`src/rtl/uart_pkg.sv`:
```
// UART shared definitions: state encoding and framing constants.
// Used by both the receive and transmit sides.
package uart_pkg;

  typedef enum logic [2:0] {
    IDLE,
    START,
    DATA,
    PARITY,
    STOP,
    BREAK
  } uart_state_e;

  localparam int UART_DATA_BITS  = 8;
  localparam int UART_MIN_PERIOD = 4;
  localparam int PERIOD_9600_50M = 5208;

endpackage

```
`src/rtl/uart_rx_sync.sv`:
```
// Two-flop synchronizer for the rx pin plus falling-edge detect.
// Flops reset high so the line looks idle out of reset.
module uart_rx_sync (
  input  logic clk,
  input  logic rstn,
  input  logic rxd,
  output logic rxd_s,
  output logic fall
);

  logic [2:0] sh;

  // shift the pin through two sync stages and keep one history bit
  always_ff @(posedge clk or negedge rstn) begin
    if (!rstn) sh <= 3'b111;
    else       sh <= {sh[1:0], rxd};
  end

  assign rxd_s = sh[1];
  assign fall  = ~sh[1] & sh[2];

endmodule

```
`src/rtl/uart_rx.sv`:
```
// UART receiver, 8N1 LSB first, run-time bit period in clocks.
// Define UART_RX_PARITY_EN to add a parity bit before the stop bit.
module uart_rx
  import uart_pkg::*;
#(
  parameter int DATA_BITS  = UART_DATA_BITS,
  parameter int PERIOD_W   = 16,
  parameter bit PARITY_ODD = 1'b0
) (
  input  logic                 clk,
  input  logic                 rstn,
  input  logic [PERIOD_W-1:0]  period,
  input  logic                 rxd,
  input  logic                 rx_clear,
  output logic [DATA_BITS-1:0] rx_data,
  output logic                 rx_avai,
  output logic                 rx_overrun,
  output logic                 frame_err,
  output logic                 parity_err,
  output logic                 busy
);

  localparam int IDX_W = $clog2(DATA_BITS + 1);

`ifdef UART_RX_PARITY_EN
  localparam uart_state_e AFTER_DATA = PARITY;
`else
  localparam uart_state_e AFTER_DATA = STOP;
`endif

  uart_state_e          state, state_d;
  logic [PERIOD_W-1:0]  cnt, cnt_d;
  logic [PERIOD_W-1:0]  p_lat, p_lat_d;
  logic [PERIOD_W-1:0]  p_eff, half;
  logic [IDX_W-1:0]     idx, idx_d;
  logic [DATA_BITS-1:0] shreg, shreg_d;
  logic                 rxd_s, fall;
  logic                 cnt_hit, par_ok;
  logic                 done, ferr_d;

  uart_rx_sync u_sync (
    .clk   (clk),
    .rstn  (rstn),
    .rxd   (rxd),
    .rxd_s (rxd_s),
    .fall  (fall)
  );

  assign p_eff = (period < PERIOD_W'(UART_MIN_PERIOD))
               ? PERIOD_W'(UART_MIN_PERIOD) : period;
  assign half    = p_lat >> 1;
  assign cnt_hit = (cnt == p_lat - 1'b1);
  assign busy    = (state != IDLE);

`ifdef UART_RX_PARITY_EN
  logic par_bit, par_d, perr_d;

  assign par_ok = (par_bit == (^shreg ^ PARITY_ODD));

  // parity bit sampled mid-bit, checked when the stop bit lands
  always_ff @(posedge clk or negedge rstn) begin
    if (!rstn) begin
      par_bit    <= 1'b0;
      parity_err <= 1'b0;
    end else begin
      par_bit    <= par_d;
      parity_err <= perr_d;
    end
  end
`else
  logic unused_par;

  assign unused_par = PARITY_ODD;
  assign par_ok     = 1'b1;
  assign parity_err = 1'b0;
`endif

  // frame state, bit timer, bit index and shift register
  always_ff @(posedge clk or negedge rstn) begin
    if (!rstn) begin
      state <= IDLE;
      cnt   <= '0;
      p_lat <= '0;
      idx   <= '0;
      shreg <= '0;
    end else begin
      state <= state_d;
      cnt   <= cnt_d;
      p_lat <= p_lat_d;
      idx   <= idx_d;
      shreg <= shreg_d;
    end
  end

  // next-state: start qualify, mid-bit sampling, stop check
  always_comb begin
    state_d = state;
    cnt_d   = cnt;
    p_lat_d = p_lat;
    idx_d   = idx;
    shreg_d = shreg;
    done    = 1'b0;
    ferr_d  = 1'b0;
`ifdef UART_RX_PARITY_EN
    par_d  = par_bit;
    perr_d = 1'b0;
`endif
    unique case (state)
      IDLE: begin
        if (fall) begin
          p_lat_d = p_eff;
          cnt_d   = '0;
          state_d = START;
        end
      end
      START: begin
        if (cnt == half - 1'b1) begin
          cnt_d = '0;
          if (rxd_s) begin
            state_d = IDLE;
          end else begin
            idx_d   = '0;
            state_d = DATA;
          end
        end else begin
          cnt_d = cnt + 1'b1;
        end
      end
      DATA: begin
        if (cnt_hit) begin
          cnt_d   = '0;
          shreg_d = {rxd_s, shreg[DATA_BITS-1:1]};
          idx_d   = idx + 1'b1;
          if (idx == IDX_W'(DATA_BITS - 1))
            state_d = AFTER_DATA;
        end else begin
          cnt_d = cnt + 1'b1;
        end
      end
`ifdef UART_RX_PARITY_EN
      PARITY: begin
        if (cnt_hit) begin
          cnt_d   = '0;
          par_d   = rxd_s;
          state_d = STOP;
        end else begin
          cnt_d = cnt + 1'b1;
        end
      end
`endif
      STOP: begin
        if (cnt_hit) begin
          cnt_d = '0;
          if (rxd_s) begin
            state_d = IDLE;
            if (par_ok) done = 1'b1;
`ifdef UART_RX_PARITY_EN
            else perr_d = 1'b1;
`endif
          end else begin
            ferr_d  = 1'b1;
            state_d = BREAK;
          end
        end else begin
          cnt_d = cnt + 1'b1;
        end
      end
      BREAK: begin
        if (rxd_s) state_d = IDLE;
      end
      default: state_d = IDLE;
    endcase
  end

  // holding register and status; completion beats a same-cycle clear
  always_ff @(posedge clk or negedge rstn) begin
    if (!rstn) begin
      rx_data    <= '0;
      rx_avai    <= 1'b0;
      rx_overrun <= 1'b0;
      frame_err  <= 1'b0;
    end else begin
      frame_err <= ferr_d;
      if (done) begin
        rx_data <= shreg;
        rx_avai <= 1'b1;
      end else if (rx_clear) begin
        rx_avai <= 1'b0;
      end
      if (rx_clear)
        rx_overrun <= 1'b0;
      else if (done && rx_avai)
        rx_overrun <= 1'b1;
    end
  end

endmodule

```
`config.mk`:
```
export PLATFORM = sky130hd
export DESIGN_NAME = uart_rx
export DESIGN_NICKNAME = d
export VERILOG_FILES = /design/src/rtl/uart_pkg.sv /design/src/rtl/uart_rx_sync.sv /design/src/rtl/uart_rx.sv
export SDC_FILE = /design/constraint.sdc
export NUM_CORES = 1
export LEC_CHECK = 0
export CORE_MARGIN = 1.5
export CORE_UTILIZATION = 53
export CTS_CLUSTER_SIZE = 10
export DETAILED_ROUTE_END_ITERATION = 10
export PLACE_DENSITY = 0.79
export SYNTH_ARGS = -nofsm -noshare
export SYNTH_HDL_FRONTEND = slang
export SYNTH_SLANG_ARGS = --single-unit
```
`constraint.sdc`:
```
create_clock -name clk -period 2.8 [get_ports clk]
set_input_delay 0.56 -clock clk [delete_from_list [all_inputs] [get_ports clk]]
set_output_delay 0.56 -clock clk [all_outputs]
set_load 0.01 [all_outputs]
```
==> results of run 1 <==
[timing repair]
action	CTS	global route
setup buffers	1	4
endpoints found under the setup margin	35	39
resized for setup	11	41
gates cloned	1	2
pin swaps	2	8
[per-layer routing]
metal	routed length [um]	vias up	global-route usage, %
li1	-	1628	-
met1	4460	1667	37.1
met2	4870	159	42.2
met3	668	20	4.62
met4	201	0	10.4
met5	0	-	0
[logic make-up (layout without fill, tap and decap cells)]
logic type,Yosys count,count (layout),synth area share (%)
multiplexers,30,30,8.81
AO/OA/AOI/OAI,90,90,16.6
AND/OR/NAND/NOR,133,133,19.8
flip-flops,61,61,40.1
other,1,1,0.0982
buffers and inverters,42,130,4.85
XOR/XNOR,37,37,8.48
adder cells (fa/ha/maj),4,4,1.31
[synthesized netlist by cell type (all sizes together), types with 3 or more instances]
master,number
nand4,6
dfstp,3
a21oi,11
a211o,4
and3,11
o21ai,28
nor4,11
o21ba,3
or3,4
a21o,9
o32ai,3
nor2,16
mux2,29
nand2b,6
nand3,18
buf,9
ha,4
dfrtp,58
nand2,20
a41oi,3
nor3b,9
o211ai,5
a31oi,3
clkbuf,19
nor2b,3
nor3,13
or4,7
inv,14
xor2,19
xnor2,18
[stage by stage]
stage	cell area, um^2	power (mW)
after global routing	5100	4.71
final	5100	4.44
after CTS	4860	4.18
after detailed placement	4630	3.42
after global placement	4630	3.37
after floorplan	3870	2.62
[critical path, delay by kind of cell (launching register included)]
family	cells	cell delay, ps
and+or+nand+nor	4	1550
AOI/OAI and AO/OA	4	640
DFF	1	400
buffers and inverters	2	300
[flip-flops by register name, indices dropped and copies added (netlist names)]
register    cells
shreg           8
frame_err       1
u_sync.sh       3
idx             4
rx_data         8
state           3
rx_avai         1
cnt            16
rx_overrun      1
p_lat          16
[layout make-up]
cell class | instances | area (um^2)
inverters | 14 | 52.6
clock buffers | 9 | 124
well taps | 96 | 120
clock inverters | 7 | 50.0
flip-flops and latches | 61 | 1530
repair buffers | 100 | 891
fillers | 459 | 1770
multi-input cells | 295 | 2330
[power by group]
group,leakage [nW],internal [mW],switching [mW]
sequential,0.798,1.04,0.222
clock,0.0816,0.321,0.381
combinational,1.36,1.25,1.23
total,2.24,2.61,1.83
[worst max-delay path by stage]
stage | cells after the start | from | endpoint | slack [ps]
2_1_floorplan | 10 | p_lat[9]$_DFFE_PN0P_ | cnt[6]$_DFFE_PN0P_ | -130
3_3_place_gp | 14 | p_lat[1]$_DFFE_PN0P_ | cnt[6]$_DFFE_PN0P_ | -110
3_5_place_dp | 9 | p_lat[7]$_DFFE_PN0P_ | cnt[7]$_DFFE_PN0P_ | -170
4_1_cts | 10 | p_lat[8]$_DFFE_PN0P_ | cnt[6]$_DFFE_PN0P_ | -180
5_1_grt | 10 | p_lat[8]$_DFFE_PN0P_ | cnt[3]$_DFFE_PN0P_ | -300
6_report | 10 | p_lat[8]$_DFFE_PN0P_ | cnt[11]$_DFFE_PN0P_ | -210
==> impl_metrics.ini, run 1 <==
[synth]
yosysSeqAreaShare_pct = 40.1
netlist.area_leader.share_pct = 38.0
yosysWarningCount = 0
syn_inst = 398
synth_edf_count = 0
async_flop_share_pct = 100
synth_fp_nets = 422
synth_seq_cells = 61
syn_area_per_cell_um2 = 9.60
post-synth-top-area-cell = dfrtp_1
yosysUniqueCellTypes = 60
syn-cell-area_mm2 = 0.00382
yosys-top-cells-area = dfrtp_1 (38%), mux2_2 (8.5%), xor2_1 (4.4%), xnor2_1 (4.1%), o21ai_0 (3.7%)
synth_ff_type = dfrtp_1

[global_routing]
grt_antenna_before_repair = 0
grt_first_pass_wirelength_um = 15700
grt.overflow.total = 0
track_usage_pct = 26.8
grt_max_degree = 26
grt_pass1_vias = 3269

[cts]
cts.clk_slew.worst_paths_ps = 80
root_buffer = clkbuf_8
clock-sinks = 61
cts_hold_buf = 0
clk_path_buf_depth = 2
cts-buffers-inserted = 9
worstSkewPairLatency_ps = 350
cts_tree = done
htree_levels = 3

[floorplanning]
core-area_mm2 = 0.00687
io_pins = 33
initial_core_util_pct = 55.6
dieArea_mm2 = 0.00773
fp.dieH_um = 87.9
row_count = 30
fp.dieW_um = 87.9

[final_layout]
nets = 505
diodes = 0
area_delta_synth_final_pct = 33.4
postLayoutCoreUtil_pct = 74.2
fin_cells = 582
mostFrequentLayoutCells = dfrtp_1 (57), buf_4 (57), clkdlybuf4s50_1 (30), mux2_2 (28), o21ai_0 (25)
layout-drive-gt1-share_pct = 34.2

[power_and_ir_drop]
p_leak_nw = 2.24
peakVddDrop_mv = 0.697
power_density_mw_per_mm2 = 872

[worst_setup_path]
r2r_setup_slack_ps = -210
arrival_ps = 3250
worstPathMaxFanout = 11
crit_type = reg -> reg
critPathMaxStageDelay_ps = 550
rr_endpoint = cnt[11]$_DFFE_PN0P_
crit_chain = or4_4 -> or4_4 -> a211oi_2 -> o32ai_1 -> or4_4 -> a2bb2oi_4 -> buf_4 -> clkbuf_16 -> nor3b_1 -> a21o_1
worst_ep_required_time_ps = 3040
r2r_start = p_lat[8]$_DFFE_PN0P_
end_kind = flop
start_kind = flop
path_common_cell = or4_4
cp_slowest_cell = or4_4
reg2reg_depth = 10

[placed_design]
io_buffers = 31
dpl_worst_slack_ps = -168
dp_hpwl_um = 7150
place_congestion = 0.926
dp.cells = 558

[timing]
relSlewSlack_pct = 53.1
min_period_ps = 3010
min_period_over_period_pct = 107
max_freq_mhz = 333
hold_slack_ps = 114
skew_ps = 11.6
setup_violations = 35
finalSetupTns_ps = -3560
timing.final.ws_setup_ps = -206
finalHoldViolCount = 0
grt_setup_unrepaired = true
worstMarginPinSlew_ps = 703
drv_slew = 0

[status]
violations = negative setup slack
status = complete, but fails checks

[route]
wl_per_cell_um = 17.5
routed_wl_um = 10200
via_per_inst = 5.97
drtIter0Drc = 277
first_pass_iters = 7
vias = 3474
drc_errors = 0
ant_nets = 0

[hold_path]
hold_path.class = in -> async

[flow_run]
drv_cap = 0
Power figures use the tool's default switching activity.
==> inputs of run 2 (changes only) <==
CORE_MARGIN = 10   (was 1.5)
==> impl_metrics.ini, run 2 (synthesis gave the netlist of run 1 again) <==
[cts]
htree_levels = 3
cts_tree = done
clock-sinks = 61
cts_hold_buf = 0
worstSkewPairLatency_ps = 350
clk_path_buf_depth = 2
root_buffer = clkbuf_8
cts.clk_slew.worst_paths_ps = 80
cts-buffers-inserted = 9

[final_layout]
diodes = 0
nets = 499
layout-drive-gt1-share_pct = 32.3
fin_cells = 576
final_common_cell = dfrtp_1
reg_top3 = cnt: 16 flops, p_lat: 16 flops
mostFrequentLayoutCells = dfrtp_1 (58), buf_4 (54), clkdlybuf4s50_1 (30), mux2_2 (28), o21ai_0 (24)
area_delta_synth_final_pct = 32.3
stdcell_area_mm2 = 0.00505

[floorplanning]
initial_core_util_pct = 55.3
fp.dieW_um = 105
dieArea_mm2 = 0.0110
io_pins = 33
core-area_mm2 = 0.00691
fp.dieH_um = 105
row_count = 30

[power_and_ir_drop]
power_density_mw_per_mm2 = 882
seqPwrFrac_pct = 28.0
swShare_pct = 40.9
clkPwrFrac_pct = 18.0
combPwrFrac_pct = 54.0
power_mw = 4.46
intPower_mw = 2.64
p_leak_nw = 2.22
peakVddDrop_mv = 0.678
p_sw_mw = 1.82

[timing]
grt_setup_unrepaired = true
skew_ps = 11.4
finalHoldViolCount = 0
drv_slew = 0
finalSetupTns_ps = -3900
min_period_ps = 3000
hold_slack_ps = 216
timing.final.ws_setup_ps = -197
relSlewSlack_pct = 58.5
max_freq_mhz = 334
setup_violations = 37
worstMarginPinSlew_ps = 622
min_period_over_period_pct = 107

[global_routing]
grt_first_pass_wirelength_um = 16500
grt.overflow.total = 0
grt_pass1_vias = 3447
track_usage_pct = 17.9
grt_antenna_before_repair = 0
grt_max_degree = 38

[placed_design]
place_area_mm2 = 0.00462
place_congestion = 0.900
dp.cells = 552
io_buffers = 31
dp_hpwl_um = 7360

[worst_setup_path]
end_kind = flop
worst_ep_required_time_ps = 3030
worstPathMaxFanout = 24
arrival_ps = 3230
start_kind = flop
crit_type = reg -> reg

[route]
drc_errors = 0
drtIter0Drc = 292
wl_per_cell_um = 18.0
first_pass_iters = 5
ant_nets = 0
via_per_inst = 5.94
vias = 3421
routed_wl_um = 10400

[hold_path]
hold_path.class = in -> async

[status]
status = complete, but fails checks
violations = negative setup slack

[flow_run]
drv_cap = 0
-- run 2: changes by cell type in the layout (fill, tap and decap cells not counted), moves of 3 or more --
cell,change
buf_12,+3
buf_4,-3
buf_6,-5
nor4_1,-3
nor4_2,+3
-- run 2: per-stage QoR --
| stage | util (%) | setup slack (ps) |
|---|---|---|
| floorplan | - | -129 |
| finish | 73.2 | -197 |
| detailed placement | 67.0 | -145 |
| global route | 73.2 | -306 |
| global placement | 67.0 | -92.6 |
| CTS | 70.7 | -152 |
-- run 2: area by class of cell --
cell class | instances | area [um^2]
Inverter | 14 | 52.6
Fill cell | 483 | 1850
Multi-Input combinational cell | 295 | 2310
Clock inverter | 7 | 73.8
Clock buffer | 9 | 124
Sequential cell | 61 | 1530
Timing Repair Buffer | 94 | 847
Tap cell | 96 | 120
-- run 2: per-layer routing --
| layer | vias up | routed length, um | track usage, % |
|---|---|---|---|
| li1 | 1613 | - | - |
| met1 | 1661 | 4540 | 22.6 |
| met2 | 128 | 4990 | 29.5 |
| met3 | 19 | 643 | 3.75 |
| met4 | 0 | 186 | 6.18 |
| met5 | - | 0 | 0 |
-- run 2: power groups by stage --
stage                     logic [mW]  clock network [mW]  registers [mW]
after floorplan                 1.44                   0            1.18
after global placement          2.12                   0            1.24
after detailed placement        2.18                   0            1.25
after CTS                       2.22               0.815            1.23
after global routing            2.60               0.852            1.28
final                           2.41               0.804            1.25
-- run 2: path summary, 6_finish.rpt --
check	cells past startpoint	slack (ps)	end	startpoint
worst max-delay path	10	-200	cnt[6]$_DFFE_PN0P_	p_lat[2]$_DFFE_PN0P_
worst min-delay path	1	220	p_lat[1]$_DFFE_PN0P_	rstn
worst max register to register	10	-200	cnt[6]$_DFFE_PN0P_	p_lat[2]$_DFFE_PN0P_
worst min register to register	0	360	u_sync.sh[1]$_DFF_PN1_	u_sync.sh[0]$_DFF_PN1_
max in group asynchronous	2	1920	u_sync.sh[0]$_DFF_PN1_	rstn
min in group clk	0	360	u_sync.sh[1]$_DFF_PN1_	u_sync.sh[0]$_DFF_PN1_
-- run 2: critical path, stage by stage, from the launching register on --
cell       delay [ps]
dfrtp_1           390
buf_4             170
or3_1             440
or3_1             380
o211ai_1          250
o2111ai_1         140
or4_4             480
a2bb2oi_4         170
buf_12            160
nor3_1             60
a211o_1           260
-- run 2: repair_timing --
item / in CTS / in global routing
gates cloned: 1 / 1
buffers inserted: 1 / 5
endpoints found under the setup margin: 37 / 39
resized for setup: 14 / 27
pin swaps: 2 / 10
==> inputs of run 3 (changes only) <==
HOLD_SLACK_MARGIN = 0.08   (was default)
==> results of run 3 <==
The final DEF is identical to that of run 2; final timing and power are the same.
